--- src/rtl/alu64_pkg.sv ---
// Shared constants for the 64-bit flag-setting ALU: operand width and op codes.
package alu64_pkg;
    localparam int ALU_W = 64;

    localparam logic [2:0] OP_PASSB = 3'b000;
    localparam logic [2:0] OP_RSV1  = 3'b001;
    localparam logic [2:0] OP_ADD   = 3'b010;
    localparam logic [2:0] OP_SUB   = 3'b011;
    localparam logic [2:0] OP_AND   = 3'b100;
    localparam logic [2:0] OP_OR    = 3'b101;
    localparam logic [2:0] OP_XOR   = 3'b110;
    localparam logic [2:0] OP_RSV7  = 3'b111;
endpackage

--- src/rtl/alu_bitslice.sv ---
// One bit of the ALU: full adder with optional B inversion, plus bitwise logic ops.
module alu_bitslice
    import alu64_pkg::*;
(
    input  logic       a_i,
    input  logic       b_i,
    input  logic       cin_i,
    input  logic       binv_i,
    input  logic [2:0] op_i,
    output logic       res_o,
    output logic       cout_o
);
    logic bx;
    logic sum;

    assign bx     = b_i ^ binv_i;
    assign sum    = a_i ^ bx ^ cin_i;
    assign cout_o = (a_i & bx) | (a_i & cin_i) | (bx & cin_i);

    always_comb begin
        res_o = 1'b0;
        case (op_i)
            OP_PASSB:       res_o = b_i;
            OP_ADD, OP_SUB: res_o = sum;
            OP_AND:         res_o = a_i & b_i;
            OP_OR:          res_o = a_i | b_i;
            OP_XOR:         res_o = a_i ^ b_i;
            default:        res_o = 1'b0;
        endcase
    end
endmodule

--- src/rtl/alu64_flag_unit.sv ---
// 64-bit ripple-carry ALU with live NZVC flags and an enable-gated stored flag register.
// Define ALU64_RESULT_REG_EN to register the result output (1-cycle latency).
module alu64_flag_unit
    import alu64_pkg::*;
(
    input  logic             clk,
    input  logic             reset,
    input  logic [ALU_W-1:0] a,
    input  logic [ALU_W-1:0] b,
    input  logic [2:0]       cntrl,
    input  logic             set_flg,
    output logic [ALU_W-1:0] result,
    output logic             negative,
    output logic             zero,
    output logic             overflow,
    output logic             carry_out,
    output logic             n_flag,
    output logic             z_flag,
    output logic             v_flag,
    output logic             c_flag
);
    logic [ALU_W:0]   carry;
    logic [ALU_W-1:0] res_comb;
    logic             is_sub;
    logic             is_arith;
    logic [3:0]       flags_d, flags_q;

    // Subtraction is A + ~B + 1: invert B in every slice and seed the chain with 1.
    assign is_sub   = (cntrl == OP_SUB);
    assign is_arith = (cntrl == OP_ADD) || is_sub;
    assign carry[0] = is_sub;

    genvar i;
    generate
        for (i = 0; i < ALU_W; i++) begin : g_slice
            alu_bitslice u_slice (
                .a_i    (a[i]),
                .b_i    (b[i]),
                .cin_i  (carry[i]),
                .binv_i (is_sub),
                .op_i   (cntrl),
                .res_o  (res_comb[i]),
                .cout_o (carry[i+1])
            );
        end
    endgenerate

    assign negative  = res_comb[ALU_W-1];
    assign zero      = (res_comb == '0);
    assign carry_out = is_arith & carry[ALU_W];
    assign overflow  = is_arith & (carry[ALU_W-1] ^ carry[ALU_W]);

    always_comb begin
        flags_d = flags_q;
        if (set_flg)
            flags_d = {negative, zero, overflow, carry_out};
    end

    always_ff @(posedge clk) begin
        if (reset)
            flags_q <= 4'b0000;
        else
            flags_q <= flags_d;
    end

    assign {n_flag, z_flag, v_flag, c_flag} = flags_q;

`ifdef ALU64_RESULT_REG_EN
    logic [ALU_W-1:0] res_d, res_q;

    assign res_d = res_comb;

    always_ff @(posedge clk) begin
        if (reset)
            res_q <= '0;
        else
            res_q <= res_d;
    end

    assign result = res_q;
`else
    assign result = res_comb;
`endif
endmodule

--- config.mk ---
export PLATFORM = sky130hd
export DESIGN_NAME = alu64_flag_unit
export DESIGN_NICKNAME = d
export VERILOG_FILES = /design/src/rtl/alu64_pkg.sv /design/src/rtl/alu_bitslice.sv /design/src/rtl/alu64_flag_unit.sv
export SDC_FILE = /design/constraint.sdc
export NUM_CORES = 1
export LEC_CHECK = 0
export CORE_MARGIN = 1
export CORE_UTILIZATION = 42
export DETAILED_ROUTE_END_ITERATION = 16
export HOLD_SLACK_MARGIN = 0.03
export PLACE_DENSITY = 0.71
export REMOVE_ABC_BUFFERS = 1
export SYNTH_ARGS = -nofsm -noshare
export SYNTH_HDL_FRONTEND = slang
export SYNTH_SLANG_ARGS = --single-unit
--- constraint.sdc ---
create_clock -name clk -period 50.5 [get_ports clk]
set_input_delay 7.575 -clock clk [delete_from_list [all_inputs] [get_ports clk]]
set_output_delay 7.575 -clock clk [all_outputs]
set_load 0.01 [all_outputs]
==> metrics.cfg <==
[global_route]
grt_pass1_wl_mm = 36.3
grt_max_degree = 91
grt_pass1_vias = 6792
overflow = 0
antenna_found_initial = 0
globalRouteTotalUtil_pct = 25.1

[timing]
final_hold_viol_count = 0
tightest_slew_ns = 0.955
setup_tns_ns = 0
fin_skew_ns = 0
fin_crit_ns = 45.25
finalCritPeriodShare_pct = 89.6
setup_viol = 0
holdWs_ns = 0.512
slew_viol_final = 0
relSlewSlack_pct = 36.3
timing.final.ws_setup_ns = 5.25
rsz0062_at_grt = no
max_freq_mhz = 22.1

[setup_path]
r2r_start = flags_q[1]$_SDFFE_PP0P_
path_class = input port to output pin
slowest_stage = clkdlybuf4s50_1
reg2reg_slack_ns = 49.85
arrival_ns = 37.68
cp_common_cell = fa_1
slowest_delay_ns = 0.55
rr_endpoint = flags_q[1]$_SDFFE_PP0P_
cp_max_fo = 36
cp-end-kind = output pin
rr_worst_depth = 2
crit_required_ns = 42.92
crit_path_start_kind = input port

[detailed_routing]
post_drt_wl_per_cell_microns = 18.7
first_iter_violations = 501
vias_per_cell = 5.58
vias = 6925
ant_nets = 0
drc = 0
dr.pass1.iters = 5
drt-total-wl_mm = 23.2

[logic_synthesis]
syn_avg_cell_area_sq_um = 8.21
synth_cells = 926
synthFlopType = dfxtp_1
synth_area_sq_mm = 0.00760
synth_cell_type_count = 68
ys_seq_elements = 4
yosysWarnings = 0
synth_edf_count = 0
async_reset_ff_share_pct = 0
yosysSeqAreaShare_pct = 1.05

[cts]
cts_resized = 0
cts_sinks = 4
cts_buffers = 3
cts_setup_buffers = 0
cts_buffer_depth = 2
clk_pin_slew_worst_paths_ns = 0.03
hold_buffers = 0
tritoncts = yes
clk_latency_ns = 0.23
root_buffer = clkbuf_16
htreeDepth = 1

[place]
dp_hpwl_mm = 18.2
place_ws_ns = 5.06
globalplace.congestion = 0.883
io_buffers = 205
placedCellCount = 1239
place_area_sq_mm = 0.00920

[worst_hold_path]
hold-path-cell-count = 2
hold_path.class = flip-flop to flip-flop
hold_end = flags_q[2]$_SDFFE_PP0P_
hp-start = flags_q[2]$_SDFFE_PP0P_

[floorplan]
die-height_microns = 137
io_pins = 206
dieWidth_microns = 137
core_area_sq_mm = 0.0175
dieArea_sq_mm = 0.0186
initial_core_util_pct = 43.5
fp-row-count = 48

[finish]
most-common-layout-cells = 202 x clkdlybuf4s50_1, 138 x inv_1, 128 x ha_1
drive_above_1_share_pct = 3.83
regMostFlops = flags_q
final-instance-count-excl-fill = 1242
design_area_sq_mm = 0.00928
layout.nets = 1344
largest_reg_flops = 4
final_common_cell = clkdlybuf4s50_1
n_antenna_cell = 0
area_growth_pct = 22.0
largestRegisters = flags_q (4)

[run_status]
status = complete, no violations

[power]
seqPwrFrac_pct = 2.9
power_switching_mw = 0.0555
internal_power_mw = 0.0643
ir_drop_v = 0.00000934
pwr-share-comb_pct = 86.6
clock_power_share_pct = 10.5
swShare_pct = 46.3
p_per_area_mw_per_mm2 = 12.9
total_leakage_power_nw = 4.17

[flow_run]
cap_viol_max_count = 0

-- cells by family (layout without fill, tap and decap cells) --
| kind of cell | after synthesis | count (layout) | synth area share [%] |
|---|---|---|---|
| multiplexers | 44 | 44 | 6.07 |
| XOR/XNOR | 64 | 64 | 7.37 |
| AND/OR/NAND/NOR | 160 | 160 | 11.6 |
| AO/OA/AOI/OAI | 198 | 198 | 18.9 |
| flip-flops | 4 | 4 | 1.05 |
| adder cells (fa/ha/maj) | 191 | 191 | 37.7 |
| buffers and inverters | 265 | 356 | 17.4 |
-- worst max path at each step --
| stage | slack, ns | start | cells past startpoint | end |
|---|---|---|---|---|
| 3_3_place_gp | 5.49 | cntrl[1] | 76 | zero |
| 4_1_cts | 5.03 | cntrl[1] | 76 | zero |
| 5_1_grt | 4.03 | cntrl[1] | 76 | zero |
| 3_5_place_dp | 5.06 | cntrl[1] | 76 | zero |
| 6_report | 5.25 | cntrl[1] | 76 | zero |
| 2_1_floorplan | 4.57 | cntrl[1] | 74 | zero |
-- worst max-delay path: cells and delay by family --
| family | cells | cell delay [ns] |
|---|---|---|
| adder cells (fa/ha/maj) | 63 | 26.74 |
| AND/OR/NAND/NOR | 6 | 1.56 |
| buffers and inverters | 4 | 0.95 |
| AO/OA/AOI/OAI | 2 | 0.53 |
| XOR/XNOR | 1 | 0.28 |
-- stage by stage --
step | utilization [%] | power (mW)
3_3_place_gp | 52.7 | 0.106
5_1_grt | 53.1 | 0.131
6_report | 53.1 | 0.120
4_1_cts | 53.1 | 0.120
3_5_place_dp | 52.7 | 0.107
2_1_floorplan | - | 0.0555
-- cell usage after synthesis, drive strengths merged (3+ instances only) --
cell / instances / area share (%)
a31oi: 6 / 0.49
o21a: 9 / 0.89
buf: 113 / 9.9
or4: 5 / 0.49
nand2b: 5 / 0.41
nor3b: 15 / 1.5
and2: 14 / 1.2
o21ai: 15 / 0.99
inv: 139 / 6.9
nor3: 12 / 0.79
nor2: 19 / 0.94
a211oi: 11 / 1.1
o22ai: 5 / 0.41
nand3: 3 / 0.20
xnor2: 63 / 7.3
o311ai: 11 / 1.3
o221a: 6 / 0.89
clkbuf: 12 / 0.59
o31ai: 14 / 1.4
o211ai: 5 / 0.49
a2bb2oi: 12 / 1.4
a21boi: 3 / 0.30
a22oi: 3 / 0.30
o221ai: 29 / 3.3
o31a: 10 / 1.2
mux2: 14 / 2.1
ha: 128 / 21
fa: 63 / 17
nor4: 6 / 0.58
dfxtp: 4 / 1.1
a21oi: 47 / 3.1
nor2b: 17 / 1.4
nand2: 49 / 2.4
mux2i: 30 / 3.9
-- power by group through the flow --
stage	Sequential, mW	Clock [mW]	Combinational (mW)
6_report	0.00343	0.0126	0.104
3_3_place_gp	0.00346	0	0.102
5_1_grt	0.00344	0.0130	0.115
4_1_cts	0.00342	0.0127	0.104
2_1_floorplan	0.00347	0	0.0520
3_5_place_dp	0.00346	0	0.103
-- routing by layer --
| metal | global-route usage [%] | vias to the layer above | wire length [microns] |
|---|---|---|---|
| met5 | 0 | - | 0 |
| met4 | 6.73 | 0 | 507 |
| met3 | 2.81 | 36 | 1630 |
| met2 | 41.0 | 294 | 10700 |
| met1 | 34.9 | 3311 | 10400 |
| li1 | - | 3284 | - |
-- final cells by class --
cell class              count  area, sq um
inverters                 140          526
clock buffers               3         75.1
repair buffers            213         2110
well taps                 225          282
fillers                  1622         8200
multi-input cells         657         6210
flip-flops and latches      4         80.1
Note: power is estimated with default switching activity, not from simulation.
